`src/rtl/ibex_efpga_issue.sv`:
```
// Issue/response sequencer for single custom (CX) instructions dispatched to an eFPGA unit.
// Holds one op and one result; handles flush, timeout and writeback backpressure.
module ibex_efpga_issue #(
  parameter int unsigned TIMEOUT = 64
) (
  input  logic        clk,
  input  logic        rst_n,
  input  logic        id_valid_i,
  output logic        id_ready_o,
  input  logic [1:0]  id_operator_i,
  input  logic [31:0] id_operand_a_i,
  input  logic [31:0] id_operand_b_i,
  input  logic [3:0]  id_delay_i,
  input  logic        flush_i,
  output logic        efpga_en_o,
  output logic [1:0]  efpga_operator_o,
  output logic [31:0] efpga_operand_a_o,
  output logic [31:0] efpga_operand_b_o,
  output logic [3:0]  efpga_delay_o,
  input  logic        efpga_ready_i,
  input  logic [31:0] efpga_result_i,
  output logic        wb_valid_o,
  input  logic        wb_ready_i,
  output logic [31:0] wb_result_o,
  output logic        wb_error_o,
  output logic        busy_o
);

  localparam int unsigned CntW = $clog2(TIMEOUT) + 1;

  typedef enum logic [2:0] {StIdle, StIssue, StWait, StResp, StDrain} state_e;

  state_e          state_q, state_d;
  logic [CntW-1:0] cnt_q, cnt_d, cnt_inc;
  logic [1:0]      op_q;
  logic [31:0]     a_q, b_q;
  logic [3:0]      delay_q;
  logic [31:0]     res_q, res_d;
  logic            err_q, err_d;
  logic            accept;
  logic            timeout;

  assign id_ready_o = (state_q == StIdle) && !flush_i;
  assign accept     = id_valid_i && id_ready_o;
  assign busy_o     = (state_q != StIdle);

  // Saturating so a long DRAIN can never wrap back below the timeout threshold.
  assign cnt_inc = (cnt_q == {CntW{1'b1}}) ? cnt_q : cnt_q + CntW'(1);
  assign timeout = (cnt_q >= CntW'(TIMEOUT - 1));

  assign efpga_operator_o  = op_q;
  assign efpga_operand_a_o = a_q;
  assign efpga_operand_b_o = b_q;
  assign efpga_delay_o     = delay_q;
  assign wb_result_o       = res_q;
  assign wb_error_o        = err_q;

  always_comb begin
    state_d    = state_q;
    cnt_d      = cnt_q;
    res_d      = res_q;
    err_d      = err_q;
    efpga_en_o = 1'b0;
    wb_valid_o = 1'b0;
    unique case (state_q)
      StIdle: begin
        if (accept) state_d = StIssue;
      end
      StIssue: begin
        cnt_d      = '0;
        efpga_en_o = !flush_i;
        state_d    = flush_i ? StIdle : StWait;
      end
      StWait: begin
        cnt_d = cnt_inc;
        // A response always beats a same-cycle timeout; a flush discards it.
        if (efpga_ready_i) begin
          if (flush_i) begin
            state_d = StIdle;
          end else begin
            res_d   = efpga_result_i;
            err_d   = 1'b0;
            state_d = StResp;
          end
        end else if (flush_i) begin
          state_d = StDrain;
        end else if (timeout) begin
          res_d   = '0;
          err_d   = 1'b1;
          state_d = StResp;
        end
      end
      StResp: begin
        wb_valid_o = 1'b1;
        if (flush_i || wb_ready_i) state_d = StIdle;
      end
      StDrain: begin
        cnt_d = cnt_inc;
        if (efpga_ready_i || timeout) state_d = StIdle;
      end
      default: state_d = StIdle;
    endcase
  end

  always_ff @(posedge clk) begin
    if (!rst_n) begin
      state_q <= StIdle;
      cnt_q   <= '0;
      res_q   <= '0;
      err_q   <= 1'b0;
    end else begin
      state_q <= state_d;
      cnt_q   <= cnt_d;
      res_q   <= res_d;
      err_q   <= err_d;
    end
  end

  // Op fields only change on acceptance, so they stay stable for the whole op.
  always_ff @(posedge clk) begin
    if (!rst_n) begin
      op_q    <= '0;
      a_q     <= '0;
      b_q     <= '0;
      delay_q <= '0;
    end else if (accept) begin
      op_q    <= id_operator_i;
      a_q     <= id_operand_a_i;
      b_q     <= id_operand_b_i;
      delay_q <= id_delay_i;
    end
  end

endmodule

```
`config.mk`:
```
export PLATFORM = sky130hd
export DESIGN_NAME = ibex_efpga_issue
export DESIGN_NICKNAME = d
export VERILOG_FILES = /design/src/rtl/ibex_efpga_issue.sv
export SDC_FILE = /design/constraint.sdc
export NUM_CORES = 1
export LEC_CHECK = 0
export BUFFER_PORTS_ARGS = -buffer_cell sky130_fd_sc_hd__buf_2
export CORE_MARGIN = 2
export CORE_UTILIZATION = 50
export DETAILED_ROUTE_END_ITERATION = 16
export PLACE_DENSITY = 0.83
export SLEW_MARGIN = 10
export SYNTH_ARGS = -nofsm -noshare
export SYNTH_HDL_FRONTEND = slang
export SYNTH_SLANG_ARGS = --single-unit
```
`constraint.sdc`:
```
create_clock -name clk -period 4.2 [get_ports clk]
set_input_delay 0.63 -clock clk [delete_from_list [all_inputs] [get_ports clk]]
set_output_delay 0.63 -clock clk [all_outputs]
set_load 0.01 [all_outputs]
```
### After elaboration in Yosys (flattened, before gate mapping)

Index checks and enable logic that the tools add are counted.
Widths: inputs -> output; s select.

| word-level totals | value |
|---|---|
| register bits after elaboration | 113 |
| input port bits | 108 |
| output and inout port bits | 107 |
| word-level logic and storage cells | 55 |

| operators by class | value |
|---|---|
| add/subtract/negate cells | 1 |
| magnitude comparators | 1 |
| equality and inequality tests | 10 |
| muxes and demuxes | 21 |
| bitwise gates (word level) | 1 |
| reduce and logical (&&, ||, !) cells | 13 |

Operators by type and width:

| operator | number |
|---|---|
| $mux 32 | 4 |
| $mux 3 | 6 |
| $pmux 3 s5 | 1 |
| $pmux 7 s2 | 1 |
| $ne 2x2->1 const B | 4 |
| $add 7x1->7 const B | 1 |
| $eq 7x7->1 const B | 1 |
| $ge 7x6->1 const B | 1 |
| $mux 7 | 1 |
| $eq 3x2->1 const B | 2 |
| $mux 1 | 6 |
| $mux 2 | 2 |
| $ne 4x4->1 const B | 1 |
| $reduce_and 4->1 | 1 |
| $reduce_bool 2->1 | 2 |
| $eq 3x1->1 const B | 1 |
| $eq 3x3->1 const B | 1 |
| $logic_not 3->1 | 1 |
| $reduce_and 3->1 | 1 |
| $reduce_bool 3->1 | 1 |
| $logic_and 1x1->1 | 2 |
| $logic_or 1x1->1 | 2 |
| $reduce_and 2->1 | 1 |
| $reduce_or 2->1 | 1 |
| 2 further kinds | 2 |

### Depth between registers and ports, before layout

Gate-level depths: netlist of the first run.

| logic depth | value |
|---|---|
| depth after elaboration | 5 |
| mapped depth | 7 |
| gate-level depth less buffers | 5 |

### Worst setup path after synthesis of the first run

Ideal clock, no wire load.

| timing path | value |
|---|---|
| kind | reg2out |
| start point | register state_q[1] |
| end point | output port efpga_en_o |
| arrival time | 1.159 ns |
| data required time | 3.570 ns |
| slack | 2.411 ns |
| stages on the path, launching flop included | 4 |
| buffers on the path | 1 |
| path through | dfxtp_1 clkbuf_1 or3b_2 nor2_1 |

| between the ends | value |
|---|---|
| longest elaborated chain between the ends | 2 |

RTL lines:

| element | RTL line | text |
|---|---|---|
| from (decl) | 33 | `state_e state_q, state_d;` |
| from (signal assigned) | 107 | `state_q <= StIdle;` |
| from (signal assigned) | 112 | `state_q <= state_d;` |
| $eq 3x1->1 | 65 | `unique case (state_q)` |
| $mux 1 | 65 |  |
| to (decl) | 15 | `output logic efpga_en_o,` |

No other way between the ends.

### Worst setup path after layout of the first run

| timing path | value |
|---|---|
| start point | register state_q[1] |
| end point | register b_q[9], in the netlist efpga_operand_b_o[9] |

| between the ends | value |
|---|---|
| longest elaborated chain between the ends | 3 |

RTL lines:

| element | RTL line | text |
|---|---|---|
| $logic_not 3->1 | 43 | `assign id_ready_o = (state_q == StIdle) && !flush_i;` |
| $logic_and 1x1->1 | 43 |  |
| $logic_and 1x1->1 | 44 | `assign accept = id_valid_i && id_ready_o;` |
| to (signal assigned) | 129 | `b_q <= id_operand_b_i;` |
| to (decl) | 36 | `logic [31:0] a_q, b_q;` |

No other way between the ends.
A chain may end at the register's enable or synchronous reset.

==> results of run 1 <==
[worst min path at each step]
stage | slack [ns] | from | endpoint
6_report | 0.36 | id_operand_b_i[20] | efpga_operand_b_o[20]$_SDFFE_PN0P_
5_1_grt | 0.35 | efpga_result_i[2] | wb_result_o[2]$_SDFFE_PN0P_
3_3_place_gp | 0.44 | efpga_operand_b_o[2]$_SDFFE_PN0P_ | efpga_operand_b_o[2]$_SDFFE_PN0P_
4_1_cts | 0.35 | efpga_result_i[17] | wb_result_o[17]$_SDFFE_PN0P_
2_1_floorplan | 0.42 | cnt_q[5]$_SDFFE_PN0P_ | cnt_q[5]$_SDFFE_PN0P_
3_5_place_dp | 0.44 | efpga_operand_b_o[5]$_SDFFE_PN0P_ | efpga_operand_b_o[5]$_SDFFE_PN0P_
[flip-flops by register name (all words and copies together), names as in the netlist]
| name | flops |
|---|---|
| efpga_operand_a_o | 32 |
| efpga_operand_b_o | 32 |
| wb_result_o | 32 |
| cnt_q | 7 |
| efpga_delay_o | 4 |
| state_q | 3 |
| efpga_operator_o | 2 |
| wb_error_o | 1 |
[stage by stage]
step / util [%] / worst slack [ns] / hold slack [ns] / area [um2] / std cells
after floorplan: - / 2.411 / 0.4238 / 4528 / 533
final: 70.26 / 1.723 / 0.3647 / 6157 / 851
after CTS: 70.23 / 1.724 / 0.3470 / 6155 / 850
after global placement: 63.31 / 1.573 / 0.4365 / 5548 / 818
after detailed placement: 63.31 / 1.524 / 0.4417 / 5548 / 818
after global routing: 70.26 / 1.470 / 0.3466 / 6157 / 851
[synthesized netlist by cell type (2+ instances only)]
master	count	share of area, %
buf_6	2	0.50
a21boi_0	18	3.0
inv_1	5	0.41
a31oi_1	2	0.28
nand2b_1	2	0.28
nor2b_1	2	0.28
buf_2	6	0.66
nand2_1	180	15
and3_1	3	0.41
o2111a_1	2	0.50
a21boi_1	84	14
nor4_1	3	0.41
dfxtp_1	113	50
buf_4	4	0.66
or3_1	4	0.55
mux2i_1	3	0.66
nor2_1	6	0.50
o21ai_0	39	4.3
nand3_1	4	0.44
a21oi_1	5	0.55
clkbuf_1	25	2.1
buf_8	3	0.99
[logic make-up after synthesis]
| logic type | after synthesis | synth area share (%) |
|---|---|---|
| buffers and inverters | 46 | 5.416 |
| adders and majority gates | 1 | 0.2763 |
| muxes | 3 | 0.6632 |
| and+or+nand+nor | 211 | 19.31 |
| DFF | 113 | 49.96 |
| xor gates and xnor gates | 1 | 0.1935 |
| AOI/OAI and AO/OA | 158 | 24.18 |
[layer usage]
layer,vias to the layer above,GRT usage (%),routed length (um)
li1,2174,-,-
met3,14,7.871,803
met1,1994,27.81,4794
met5,-,0,0
met2,156,41.94,6040
met4,0,7.482,185
[area by class of cell]
type / count / area, um2 / share of cell area, %
flip-flops and latches: 113 / 2262 / 36.74
clock buffers: 19 / 421.7 / 6.848
clock inverters: 13 / 185.2 / 3.008
repair buffers: 218 / 1101 / 17.88
multi-input cells: 374 / 2031 / 32.98
well taps: 108 / 135.1 / 2.195
inverters: 5 / 18.77 / 0.3048
diodes: 1 / 2.502 / 0.04064
[worst reg2reg max path, delay by kind of cell, from the launching register on]
kind / cells / cell delay [ns]
simple gates: 3 / 1.26
buf+inv: 1 / 0.48
flops: 1 / 0.42
compound gates: 1 / 0.22
[power by group]
group          switching, mW  internal, mW
sequential            0.0175          1.11
clock                  0.497         0.965
combinational          0.119         0.101
total                  0.634          2.17
[placed cells by master, fill, tap and decap left out, drive strengths merged, types with 2 or more instances in the layout]
cell type  count
a211oi         2
a21boi       102
a21oi          5
a31oi          2
and3           3
buf          218
bufinv         4
clkbuf        19
clkinv         5
clkinvlp       2
dfxtp        113
inv            7
mux2i          3
nand2        180
nand2b         2
nand3          4
nor2           7
nor2b          2
nor4           3
o2111a         2
o21ai         39
or3            4
==> run summary, run 1 <==
status: finished clean
Reg-to-Reg Start: state_q[1]$_SDFFE_PN0P_
share of layout cells above drive strength 1: 34.37%
DP Wirelength: 8141 um
Setup-failing EPs final: 0
clock root buffer: clkbuf_8
I/O pin count: 215
max-cap violations: 0
number of global-route vias before repair: 4,073
WL final: 11,820 um
Crit Path Class: reg2reg
Clock Sinks: 113
# H-tree levels: 4
DR vias: 4,338
nets: 838
Fin. Hold Viols: 0
CP required: 4.60 ns
post-route minimum period: 2.477 ns
Yosys cell types: 40
Post-synth top flop: dfxtp_1
Yosys warnings: 0
Mapped Area: 4528 um2
crit path launch: state_q[1]$_SDFFE_PN0P_
skew final: 0.008343 ns
Post-synth ARST share: 0%
CTS buffer count: 17
Detail Route Antenna Nets: 0
register bit total from synthesis: 113
Placeable Area: 8763 um2
GPL Wtd Cong: 0.8295
Crit. path cell count: 5
pwr dens: 456.0 nW/um2
clk slew on worst S/H paths: 0.06 ns
# resized after CTS: 0
Hold WC Path Type: in2reg
drt drc: 0
Post-CTS Setup Inserts: 0
Worst path top cell family by delay: simple AND/OR/NAND/NOR gates
First-pass DRT Iterations: 5
Fmax: 403.8 MHz
# port buffers: 214
Syn Inst Count: 533
chip width: 99.17 um
number of synthesized flops with an enable pin: 0
clock latency on the worst-skew pair: 0.49 ns
Lkg Pwr: 2.839 nW
DRT iter0 DRCs: 127
crit path max fanout: 36
CTS tree: yes
Total GRT Usage: 23.96%
fin crit share: 58.97%
R2R Path End: efpga_operand_b_o[9]$_SDFFE_PN0P_
detailed-route wire length per cell: 13.89 um
Die ar.: 9834 um2
grt total ovfl: 0
Rel. slew slack: 25.58%
hold_buf cts: 0
Layout area overhead: 35.98%
first-pass GRT wire length: 18,960 um
CP Cell Sequence: or3_1, nor2b_4, buf_4, nand2_1, a21boi_1
cell row count: 34
initial antenna violation count: 1
Reg2Reg Setup Slack: 1.72 ns
Vias/cell: 5.098
Initial Util: 51.67%
Peak VDD IR: 0.3004 mV
critical path's largest stage delay: 0.67 ns
syn_nets: 642
crit start category: flip-flop
Worst EP arrival: 2.87 ns
setup_tns: 0 ns
Syn Area/Cell: 8.495 um2
fillers: 694
Worst Setup EP: efpga_operand_b_o[9]$_SDFFE_PN0P_
pins over their slew limit: 0
Slowest cell on crit path: nor2b_4
CP Buf/Inv Count: 1
RSZ-0062 raised after global routing: false
worst slew pin tran: 1.116 ns
Final Power: 2.808 mW
Bufs on Longest Clock Path: 2
Critical Path End Type: flip-flop
r2r worst-path depth: 5
Worst Hold Depth: 3
sequential area share after synthesis: 49.96%
largest net degree at the start of global routing: 71
die height: 99.17 um
(Power assumes the default switching activity.)
==> inputs of run 2 (changes only) <==
--- a/config.mk
+++ b/config.mk
@@ -7,9 +7,9 @@
 export LEC_CHECK = 0
 export BUFFER_PORTS_ARGS = -buffer_cell sky130_fd_sc_hd__buf_2
 export CORE_MARGIN = 2
-export CORE_UTILIZATION = 50
+export CORE_UTILIZATION = 46
 export DETAILED_ROUTE_END_ITERATION = 16
-export PLACE_DENSITY = 0.83
+export PLACE_DENSITY = 0.77
 export SLEW_MARGIN = 10
 export SYNTH_ARGS = -nofsm -noshare
 export SYNTH_HDL_FRONTEND = slang
==> constraint.sdc (replaced) <==
create_clock -name clk -period 2.45 [get_ports clk]
set_input_delay 0.3675 -clock clk [delete_from_list [all_inputs] [get_ports clk]]
set_output_delay 0.3675 -clock clk [all_outputs]
set_load 0.01 [all_outputs]
==> run summary, run 2 (same netlist as run 1, synthesis figures left out) <==
fillers: 807
Slowest cell on crit path: or3b_2
grt total ovfl: 0
# resized after CTS: 0
Detail Route Antenna Nets: 0
cell row count: 36
Lkg Pwr: 2.909 nW
first-pass GRT wire length: 17,780 um
initial antenna violation count: 0
Clock Sinks: 113
Die ar.: 10,650 um2
setup_tns: 0 ns
nets: 840
RSZ-0062 raised after global routing: false
most common cell after layout, fill and taps aside: buf_2
Setup-failing EPs final: 0
chip width: 103.2 um
DR vias: 4,389
largest net degree at the start of global routing: 71
detailed-route wire length per cell: 13.38 um
Bufs on Longest Clock Path: 2
CP required: 2.08 ns
GPL Wtd Cong: 0.7864
max-cap violations: 0
Final Power: 5.233 mW
clk slew on worst S/H paths: 0.05 ns
Worst EP arrival: 1.81 ns
CTS buffer count: 17
Ant. Diodes: 0
drt drc: 0
clock root buffer: clkbuf_8
DP Wirelength: 8145 um
Fmax: 460.2 MHz
CP Cell Sequence: or3b_2, nor2_1, buf_2
skew final: 0.007994 ns
number of global-route vias before repair: 4,058
Total GRT Usage: 21.21%
Critical Path End Type: output pin
fin crit share: 88.70%
pwr dens: 825.8 nW/um2
Rel. slew slack: 67.72%
most frequent cells in the layout: buf_2, nand2_1, dfxtp_1, a21boi_1, o21ai_0
crit start category: flip-flop
Hold WC Path Type: in2reg
CTS tree: yes
crit path max fanout: 11
post-route minimum period: 2.173 ns
Layout area overhead: 39.96%
status: finished clean
# H-tree levels: 4
WL final: 11,730 um
share of layout cells above drive strength 1: 34.41%
# port buffers: 214
Post-CTS Setup Inserts: 0
Crit Path Class: reg2out
critical path's largest stage delay: 0.56 ns
Placeable Area: 9684 um2
final worst setup slack: 0.2770 ns
Fin. Hold Viols: 0
hold_buf cts: 0
worst slew pin tran: 0.4842 ns
I/O pin count: 215
pre-CTS worst setup slack: 0.4674 ns
clock latency on the worst-skew pair: 0.50 ns
Initial Util: 46.76%
die height: 103.2 um
DRT iter0 DRCs: 96
First-pass DRT Iterations: 7
hold slack: 0.09988 ns
pins over their slew limit: 0
Vias/cell: 5.005
Peak VDD IR: 0.4259 mV
==> run 2: cell count changes in the layout (fill, tap and decap cells not counted), sizes merged <==
cell and change:
clkbuf +3, inv -2, clkinvlp -1, buf +2, diode -1, clkinv -4, bufinv +4
==> run 2: power breakdown <==
group	switching (mW)	leakage, nW	internal (mW)
clock	0.803	0.339	2.11
combinational	0.205	1.65	0.181
sequential	0.0301	0.918	1.90
==> run 2: area by class of cell <==
| class | instances | area (um2) | area share [%] |
|---|---|---|---|
| flip-flops and latches | 113 | 2262 | 35.70 |
| repair buffers | 220 | 1154 | 18.20 |
| inverters | 5 | 18.77 | 0.2961 |
| multi-input cells | 374 | 2031 | 32.04 |
| clock inverters | 10 | 252.7 | 3.988 |
| well taps | 133 | 166.4 | 2.626 |
| clock buffers | 22 | 452.9 | 7.147 |
==> run 2: layer usage <==
layer | track usage (%) | up-vias | wire (um)
met5 | 0 | - | 0
met4 | 7.389 | 0 | 192
met3 | 7.124 | 21 | 884
met2 | 39.61 | 151 | 5839
met1 | 22.12 | 2036 | 4814
li1 | - | 2181 | -
==> run 2: final timing paths <==
check,startpoint,to,slack (ns),cells past startpoint
worst max register to register,cnt_q[0]$_SDFFE_PN0P_,wb_result_o[11]$_SDFFE_PN0P_,0.44,6
worst min-delay path,id_operand_a_i[16],efpga_operand_a_o[16]$_SDFFE_PN0P_,0.1,3
worst max-delay path,state_q[0]$_SDFFE_PN0P_,efpga_en_o,0.28,3
worst min register to register,efpga_operand_a_o[24]$_SDFFE_PN0P_,efpga_operand_a_o[24]$_SDFFE_PN0P_,0.45,2
==> run 2: stage by stage <==
stage	std cells	util, %	cell area (um2)
detailed placement	845	58.15	5632
global route	877	65.44	6337
global placement	845	58.15	5632
floorplan	533	-	4528
CTS	877	65.44	6337
finish	877	65.44	6337
==> run 2: critical path, delay by kind of cell, from the launching register on <==
| family | cells | cell delay [ns] |
|---|---|---|
| AND/OR/NAND/NOR | 2 | 0.67 |
| flip-flops | 1 | 0.50 |
| buffers and inverters | 1 | 0.13 |
==> inputs of run 3 (changes only) <==
--- a/config.mk
+++ b/config.mk
@@ -5,11 +5,12 @@
 export SDC_FILE = /design/constraint.sdc
 export NUM_CORES = 1
 export LEC_CHECK = 0
+export ABC_AREA = 1
 export BUFFER_PORTS_ARGS = -buffer_cell sky130_fd_sc_hd__buf_2
 export CORE_MARGIN = 2
 export CORE_UTILIZATION = 46
 export DETAILED_ROUTE_END_ITERATION = 16
-export PLACE_DENSITY = 0.77
+export PLACE_DENSITY = 0.78
 export SLEW_MARGIN = 10
 export SYNTH_ARGS = -nofsm -noshare
 export SYNTH_HDL_FRONTEND = slang
==> run summary, run 3 <==
Clock Sinks: 113
fillers: 790
# resized after CTS: 0
ranking of synthesized cells by area: dfxtp_1, a21oi_1, nand2_1
CTS tree: yes
detailed-route wire length per cell: 13.64 um
largest net degree at the start of global routing: 71
Post-Synth Adder-Cell Area: 0.2798%
Placeable Area: 9328 um2
Worst Hold Depth: 3
Final Cell Area: 6072 um2
Logic pwr share: 22.2%
CP required: 2.08 ns
chip width: 102.6 um
post-route minimum period: 1.982 ns
drt drc: 0
Vias/cell: 4.986
Fmax: 504.5 MHz
Bufs on Longest Clock Path: 2
Crit Path Class: reg2out
number of synthesized flops with an enable pin: 0
register bit total from synthesis: 113
largest family of logic cells by synthesized area: simple AND/OR/NAND/NOR gates
most common cell in the netlist: nand2_1
clk slew on worst S/H paths: 0.06 ns
Ant. Diodes: 0
RSZ-0062 raised after global routing: false
Synth top area share: 50.59%
initial antenna violation count: 0
Syn Area/Cell: 8.220 um2
pins over their slew limit: 0
mux cell area share after synthesis: 0%
DP Area: 5445 um2
P_int: 4.272 mW
Post-synth ARST share: 0%
Reg-to-Reg Start: cnt_q[0]$_SDFFE_PN0P_
fin crit share: 80.91%
nets: 853
Clk pwr share: 42.1%
GPL Wtd Cong: 0.7614
most common cell after layout, fill and taps aside: buf_2
# H-tree levels: 4
Post-synth top flop: dfxtp_1
DR vias: 4,413
Seq pwr share: 35.7%
CTS buffer count: 17
skew final: 0.01097 ns
DRT iter0 DRCs: 150
I/O pin count: 215
status: finished clean
most frequent cells in the layout: buf_2, nand2_1, dfxtp_1, a21oi_1, nand3_1
first-pass GRT wire length: 18,170 um
compound-gate portion of the synthesized area: 14.27%
Syn Inst Count: 544
# port buffers: 214
WL final: 12,070 um
cell row count: 35
final worst setup slack: 0.4678 ns
Fin. Hold Viols: 0
Worst EP arrival: 1.61 ns
Die ar.: 10,530 um2
hold_buf cts: 0
r2r worst-path depth: 9
share of layout cells above drive strength 1: 37.83%
post-synthesis simple-gate area fraction: 26.69%
clock root buffer: clkbuf_8
crit start category: flip-flop
Peak VDD IR: 0.4819 mV
switching power: 1.812 mW
max-cap violations: 0
clock latency on the worst-skew pair: 0.51 ns
Layout area overhead: 35.79%
Yosys warnings: 0
Final Power: 6.084 mW
Post-CTS Setup Inserts: 0
grt total ovfl: 0
DP Wirelength: 8433 um
R2R Path End: wb_result_o[6]$_SDFFE_PN0P_
die height: 102.6 um
Total GRT Usage: 21.92%
hold_sp: efpga_result_i[15]
hold slack: 0.1086 ns
pwr dens: 1002 nW/um2
Hold WC Path Type: in2reg
pre-CTS worst setup slack: 0.7390 ns
Initial Util: 47.94%
worst hold endpoint: wb_result_o[15]$_SDFFE_PN0P_
Cells after DPL: 854
crit path max fanout: 4
number of global-route vias before repair: 3,945
switch share: 29.78%
fin cells: 885
Rel. slew slack: 55.18%
syn_nets: 653
Setup-failing EPs final: 0
Reg2Reg Setup Slack: 0.73 ns
largest area contributor in the netlist: dfxtp_1
Mapped Area: 4472 um2
final core utilization: 65.10%
Critical Path End Type: output pin
Lkg Pwr: 2.723 nW
Yosys cell types: 29
top post-synthesis cells by count: nand2_1, dfxtp_1, a21oi_1, nand3_1, nand2_2
setup_tns: 0 ns
Post-Synth XOR/XNOR Area: 0%
worst slew pin tran: 0.6723 ns
sequential area share after synthesis: 50.59%
Detail Route Antenna Nets: 0
First-pass DRT Iterations: 4
[run 3: layout make-up]
class | count | area (um2) | share of cell area [%]
Clock buffer | 22 | 473.0 | 7.789
Timing Repair Buffer | 220 | 1129 | 18.59
Tap cell | 129 | 161.4 | 2.658
Multi-Input combinational cell | 379 | 1844 | 30.37
Sequential cell | 113 | 2262 | 37.26
Inverter | 13 | 48.80 | 0.8036
Clock inverter | 9 | 153.9 | 2.535
[run 3: worst max path at each step]
stage | start | slack, ns | endpoint
after floorplan | cnt_q[0]$_SDFFE_PN0P_ | 1.03 | wb_result_o[2]$_SDFFE_PN0P_
after global placement | cnt_q[0]$_SDFFE_PN0P_ | 0.82 | wb_result_o[9]$_SDFFE_PN0P_
after detailed placement | flush_i | 0.74 | wb_result_o[30]$_SDFFE_PN0P_
after CTS | state_q[0]$_SDFFE_PN0P_ | 0.45 | efpga_en_o
after global routing | state_q[0]$_SDFFE_PN0P_ | 0.32 | efpga_en_o
final | state_q[0]$_SDFFE_PN0P_ | 0.47 | efpga_en_o
[run 3: cell families after synthesis]
kind of cell | after synthesis
flip-flops | 113
buffers and inverters | 52
AND/OR/NAND/NOR | 257
AO/OA/AOI/OAI | 121
adder cells (fa/ha/maj) | 1
[run 3: routing by layer]
layer  vias to the layer above  track usage, %  part of all wire (%)
met4                         0           9.026                   1.4
met3                        18           8.475                   9.5
li1                       2216               -                     -
met2                       187           35.90                    48
met1                      1992           25.80                    42
met5                         -               0                     0
[run 3: power groups by stage]
| stage | combinational (mW) | sequential [mW] | clock, mW |
|---|---|---|---|
| final | 1.35 | 2.17 | 2.56 |
| after floorplan | 0.984 | 2.28 | 0 |
| after detailed placement | 1.35 | 2.21 | 0 |
| after global routing | 1.50 | 2.19 | 2.69 |
| after CTS | 1.36 | 2.17 | 2.60 |
| after global placement | 1.31 | 2.20 | 0 |
[run 3: critical path: stages (launching register included)]
cell	delay (ns)
dfxtp_1	0.41
inv_1	0.10
nor3_1	0.19
inv_1	0.16
nor2_1	0.11
buf_2	0.14
